[src/rtl/shift_sequencer.sv]
// Shift sequencer: walks one 4-bit word through shift amounts 0..3 on an
// external barrel shifter. Each step holds the shifter inputs for DWELL
// settle cycles and then captures the shifter output.
//
//   state   | meaning
//   --------+---------------------------------------------------------
//   IDLE    | waiting for start; shifter inputs hold their last values
//   DRIVE   | shifter inputs stable, counting DWELL settle cycles
//   CAPTURE | result captured on entry; res_valid high this cycle
//   DONE    | sequence complete; done high for this one cycle
module shift_sequencer #(
    parameter int unsigned DWELL = 4
) (
    input  logic       clk,
    input  logic       rst,
    input  logic       start,
    input  logic       abort,
    input  logic [3:0] data_in,
    output logic [3:0] sh_data,
    output logic [1:0] sh_amt,
    input  logic [3:0] sh_result,
    output logic       busy,
    output logic       res_valid,
    output logic [3:0] res_data,
    output logic [1:0] res_amt,
    output logic       done
);

    typedef enum logic [1:0] {
        IDLE    = 2'd0,
        DRIVE   = 2'd1,
        CAPTURE = 2'd2,
        DONE    = 2'd3
    } state_t;

    localparam logic [7:0] DWELL_LAST = 8'(DWELL - 1);

    state_t     state;
    state_t     state_nxt;
    logic [7:0] dwell_cnt;
    logic       dwell_end;

    assign dwell_end = (dwell_cnt == DWELL_LAST);

    // State register.
    always_ff @(posedge clk or posedge rst) begin
        if (rst) begin
            state <= IDLE;
        end else begin
            state <= state_nxt;
        end
    end

    // Next-state decode; abort overrides everything outside IDLE, and in
    // IDLE it suppresses a simultaneous start.
    always_comb begin
        state_nxt = state;
        case (state)
            IDLE: begin
                if (start && !abort) begin
                    state_nxt = DRIVE;
                end
            end
            DRIVE: begin
                if (abort) begin
                    state_nxt = IDLE;
                end else if (dwell_end) begin
                    state_nxt = CAPTURE;
                end
            end
            CAPTURE: begin
                if (abort) begin
                    state_nxt = IDLE;
                end else if (sh_amt == 2'd3) begin
                    state_nxt = DONE;
                end else begin
                    state_nxt = DRIVE;
                end
            end
            DONE: begin
                state_nxt = IDLE;
            end
            default: begin
                state_nxt = IDLE;
            end
        endcase
    end

    // Shifter drive, dwell counter and result capture. sh_amt only advances
    // on a CAPTURE->DRIVE step, so it stays at 3 after the last step and
    // holds its value when a sequence is aborted.
    always_ff @(posedge clk or posedge rst) begin
        if (rst) begin
            sh_data   <= 4'd0;
            sh_amt    <= 2'd0;
            dwell_cnt <= 8'd0;
            res_data  <= 4'd0;
            res_amt   <= 2'd0;
        end else begin
            case (state)
                IDLE: begin
                    if (state_nxt == DRIVE) begin
                        sh_data   <= data_in;
                        sh_amt    <= 2'd0;
                        dwell_cnt <= 8'd0;
                    end
                end
                DRIVE: begin
                    if (state_nxt == CAPTURE) begin
                        res_data <= sh_result;
                        res_amt  <= sh_amt;
                    end else if (state_nxt == DRIVE) begin
                        dwell_cnt <= dwell_cnt + 8'd1;
                    end
                end
                CAPTURE: begin
                    if (state_nxt == DRIVE) begin
                        sh_amt    <= sh_amt + 2'd1;
                        dwell_cnt <= 8'd0;
                    end
                end
                default: begin
                end
            endcase
        end
    end

    assign busy      = (state != IDLE);
    assign res_valid = (state == CAPTURE);
    assign done      = (state == DONE);

endmodule

[config.mk]
export PLATFORM = sky130hd
export DESIGN_NAME = shift_sequencer
export DESIGN_NICKNAME = d
export VERILOG_FILES = /design/src/rtl/shift_sequencer.sv
export SDC_FILE = /design/constraint.sdc
export NUM_CORES = 1
export LEC_CHECK = 0
export CORE_ASPECT_RATIO = 1.25
export CORE_MARGIN = 4
export CORE_UTILIZATION = 59
export DETAILED_ROUTE_END_ITERATION = 7
export DONT_BUFFER_PORTS = 1
export PLACE_DENSITY = 0.75
export SLEW_MARGIN = 20
export SYNTH_ARGS = -nofsm -noshare
export SYNTH_HDL_FRONTEND = slang
export SYNTH_SLANG_ARGS = --single-unit
[constraint.sdc]
create_clock -name clk -period 3 [get_ports clk]
set_input_delay 0.6 -clock clk [delete_from_list [all_inputs] [get_ports clk]]
set_output_delay 0.6 -clock clk [all_outputs]
set_load 0.02 [all_outputs]
==> Word level (Yosys, flattened, before mapping) <==
Index checks and enable logic that the tools add are counted.
{ "op_classes": {"n_addsub": 2, "mul": 0, "div": 0, "magnitude_cmp": 0, "n_eq_ne": 12, "shift": 0, "mux": 13, "n_bitwise": 0, "n_reduce_logical": 11} }
{ "ops": {"columns": ["op", "n"], "rows": [
  ["8-bit two-way mux", 3],
  ["8-bit one-hot mux with 2 select lines", 1],
  ["2-bit two-way mux", 7],
  ["8-bit by 1-bit adder with 8-bit output (second input constant)", 1],
  ["2-bit == test (second input constant)", 4],
  ["8-bit by 2-bit == test with 1-bit output (second input constant)", 1],
  ["2-bit one-hot mux with 4 select lines", 1],
  ["2-bit != test (second input constant)", 3],
  ["2-bit nonzero test", 3],
  ["2-bit by 1-bit == test with 1-bit output (second input constant)", 2],
  ["2-bit by 1-bit != test with 1-bit output (second input constant)", 2],
  ["2-bit one-hot mux with 2 select lines", 1],
  ["2-bit AND reduction", 2],
  ["4-bit AND reduction", 1],
  ["3-bit AND reduction", 1],
  ["2-bit by 1-bit adder with 2-bit output (second input constant)", 1],
  ["2-bit logical NOT", 1],
  ["2-bit OR reduction", 1],
  ["1-bit logical AND", 1],
  ["1-bit logical NOT", 1]
]} }
{ "word_totals": {"ff_bits": 22, "latchBits": 0, "ram_bits": 0, "rom_bits": 0, "inputBits": 12, "out_inout_bits": 15, "wordCells": 44, "n_memories": 0} }

==> Depth between registers and ports, before layout <==
{ "depth": {"word_depth": 8, "depth_mapped": 6, "mapped_depth_nobuf": 5} }

==> Least setup slack after synthesis <==
OpenSTA, ideal clock, no wires.
{ "synth_path": {"path_kind": "register to register", "from": "register sh_amt[0]", "to": "register dwell_cnt[6]", "setup_time_ps": 104, "arrival_time_ps": 1907, "t_required_ps": 2896, "slack_ps": 989, "path_stages_with_launch": 7, "path_buffers": 1, "period_less_slack_ps": 2011, "path_cell_list": "dfrtp_1 ha_1 or3b_4 a21o_1 or2_1 buf_6 o41ai_4"} }
{ "synth_via": {"elab_chain_cells": 7, "elab_cells_between_ends": 10, "classes_between": "6 x eq/ne; 3 x mux; 1 x reduce/logical"} }
{ "synth_lines": {"columns": ["item", "line", "source"], "rows": [
  ["start, declared", "20", "output logic [1:0] sh_amt,"],
  ["start signal, assigned", "118", "sh_amt <= sh_amt + 2'd1;"],
  ["2-bit == test *", "74", "end else if (sh_amt == 2'd3) begin"],
  ["2-bit two-way mux *", "74", null],
  ["2-bit two-way mux *", "72", "if (abort) begin"],
  ["2-bit one-hot mux with 4 select lines *", "58", "case (state)"],
  ["2-bit == test / 2-bit by 1-bit == test with 1-bit output (equally long branches)", null, null],
  ["2-bit != test (no line) / 2-bit by 1-bit != test with 1-bit output (equally long branches)", null, null],
  ["4-bit AND reduction (no line) *", null, null],
  ["end signal, assigned", "113", "dwell_cnt <= dwell_cnt + 8'd1;"],
  ["end, declared", "40", "logic [7:0] dwell_cnt;"]
]} }
Mark *: on every way between the ends. The rest lies on a longest branch, timed or not.
A chain may end at the register's enable or synchronous reset.

==> Worst setup path in the final report <==
Ends and elaborated chain as after synthesis.

==> results.cfg <==
[logic_synthesis]
syn_avg_cell_area_um2 = 11.2
yosysMostFrequentCell = dfrtp_1
synthFlopType = dfrtp_1
synth_area_mm2 = 0.00112
yosysUniqueCellTypes = 35
ys_ff_latch = 22
yosysWarnings = 0
synth_top_area_cell = dfrtp_1
ys_top_cells_by_area = dfrtp_1 (49%), mux2_2 (10%), o21ai_0 (2.7%)
async_reset_ff_share_pct = 100
synth_edf_count = 0
ys_seq_area_share_pct = 49.1
postSynthNetCount = 114
synth_common_cells = dfrtp_1 (22), mux2_2 (10), nand2_1 (8), nor2_1 (7), o21ai_0 (6)
syn_inst = 100
synth_top_area_share_pct = 49.1

[place]
gp_congestion = 0.773
place_inst = 115
portBuffers = 0
pre_cts_ws_ns = 0.898
placed_cell_area_mm2 = 0.00111
hpwl_um = 1460

[pwr]
p_leak_nw = 0.538
share_comb_of_total_power_pct = 13.2
seqPwrFrac_pct = 61.9
power_density_mw_per_mm2 = 558
peakVddDrop_mv = 0.381
intPower_mw = 0.451
clock_power_share_pct = 24.8
p_sw_mw = 0.190
p_sw_share_pct = 29.7
total_power_mw = 0.641

[sta]
whs_ns = 0.315
tns_ns = 0
skew_ns = 0.00455
max_slew_margin_pct = 47.0
hold_viol = 0
worst_pin_slew_ns = 0.784
fmax_mhz = 467
slew_viol_final = 0
min_period_ns = 2.14
rsz0062_at_grt = false
timing.final.crit_share_pct = 71.4
post-route-worst-setup-slack_ns = 0.858
setup_viol = 0

[layout]
nFillCells = 142
layout-drive-gt1-share_pct = 18.0
final_nets = 115
seq_area_um2 = 551
antenna_cells = 0
syn2layout_area_growth_pct = 2.34
final_cells = 119
multi_input_area_um2 = 529
design_area_mm2 = 0.00115
post-route-util_pct = 64.2

[clocking]
htree_levels = 1
root_buffer = clkbuf_4
clk_pin_slew_ns = 0.12
clkLatencyLatePin_ns = 0.30
ctsHoldBuffers = 0
cts_buffers = 3
cts_tree = built
numClockSinks = 22
cts_max_path_buffers = 2
ctsResizeCount = 0
post_cts_buffers = 0

[run]
cap_violations = 0

[floorplan]
start_util_pct = 62.7
die_x_um = 47.0
core_mm2 = 0.00179
rows = 17
io_pins = 27
die_y_um = 56.7
dieArea_mm2 = 0.00267

[critical_path]
startpoint = sh_amt[0]
cp-end-kind = flip-flop
path_class = flip-flop to flip-flop
arrival_ns = 2.35
crit_path_start_kind = flip-flop
rr_startpoint = sh_amt[0]
critPathMaxFanout = 7
cp_data_required_time_ns = 3.21

[global_route]
grt_use_total_pct = 15.7
grt_pass1_vias = 725
grt_overflow = 0
grt_max_degree = 23
antenna_found_initial = 0
grt_pass1_wl_um = 3140

[detailed_routing]
firstDrtPassIters = 4
routedWlPerCell_um = 15.9
via_count = 728
detail-route-antenna-nets = 0
wl_um = 1890
avgViaCountPerCell = 6.12
drt_iter0_markers = 13
drc = 0

[run_status]
status = finished clean

[worst_hold_path]
hold_path.class = input port to async pin
-- layer usage --
layer  track usage, %  vias to the layer above  share of wire (%)
li1                 -                      359                  -
met1             21.0                      347                 42
met2             25.0                       20                 51
met3             3.85                        2                5.8
met4             3.56                        0                1.1
met5                0                        -                  0
-- power by group through the flow --
stage	Combinational [mW]	Sequential, mW	Clock (mW)
2_1_floorplan	0.0827	0.389	0
3_3_place_gp	0.0836	0.402	0
3_5_place_dp	0.0864	0.404	0
4_1_cts	0.0864	0.397	0.164
5_1_grt	0.0957	0.403	0.173
6_report	0.0847	0.397	0.159
-- worst max-delay path: stages (launching register included) --
cell     delay [ns]
dfrtp_1        0.51
ha_1           0.28
or3b_4         0.39
a21o_1         0.22
or2_1          0.35
o41ai_4        0.30
-- cell families (layout without fill, tap and decap cells) --
group	after synthesis	after routing	synth area share (%)
adders and majority gates	2	2	2.23
muxes	11	11	10.9
buffers and inverters	6	6	3.68
AOI/OAI and AO/OA	19	19	13.7
xor gates and xnor gates	1	1	0.781
and+or+nand+nor	39	39	19.5
DFF	22	22	49.1
-- worst paths after layout --
path | depth (start not counted) | slack, ns | end
worst max-delay path | 5 | 0.86 | dwell_cnt[6]
worst min-delay path | 1 | 0.32 | sh_data[0]
worst max register to register | 5 | 0.86 | dwell_cnt[6]
worst min register to register | 1 | 0.53 | dwell_cnt[0]
max in group asynchronous | 1 | 2.19 | dwell_cnt[4]
min in group clk | 1 | 0.34 | state[1]
-- sequential cells by signal (all words and copies together) (netlist names) --
| name | count |
|---|---|
| dwell_cnt | 8 |
| res_data | 4 |
| sh_data | 4 |
| res_amt | 2 |
| sh_amt | 2 |
| state | 2 |
-- cell type report --
class                           count  share of cell area [%]
Inverter                            2                   0.654
Multi-Input combinational cell     72                    46.1
Tap cell                           19                    2.07
Sequential cell                    22                    48.0
Clock buffer                        4                    3.16
-- layout by cell type, fill, tap and decap left out, types with 2 or more instances in the layout --
cell      netlist  routed
a21o_1          2       2
a21oi_1         3       3
and2_1          3       3
clkbuf_4        0       3
dfrtp_1        22      22
ha_1            2       2
inv_1           2       2
mux2_2         10      10
nand2_1         8       8
nand2b_1        2       2
nand3_1         5       5
nand3b_1        3       3
nor2_1          7       7
nor4b_1         2       2
o21ai_0         6       6
or2b_1          2       2
Note: power is estimated with default switching activity, not from simulation.
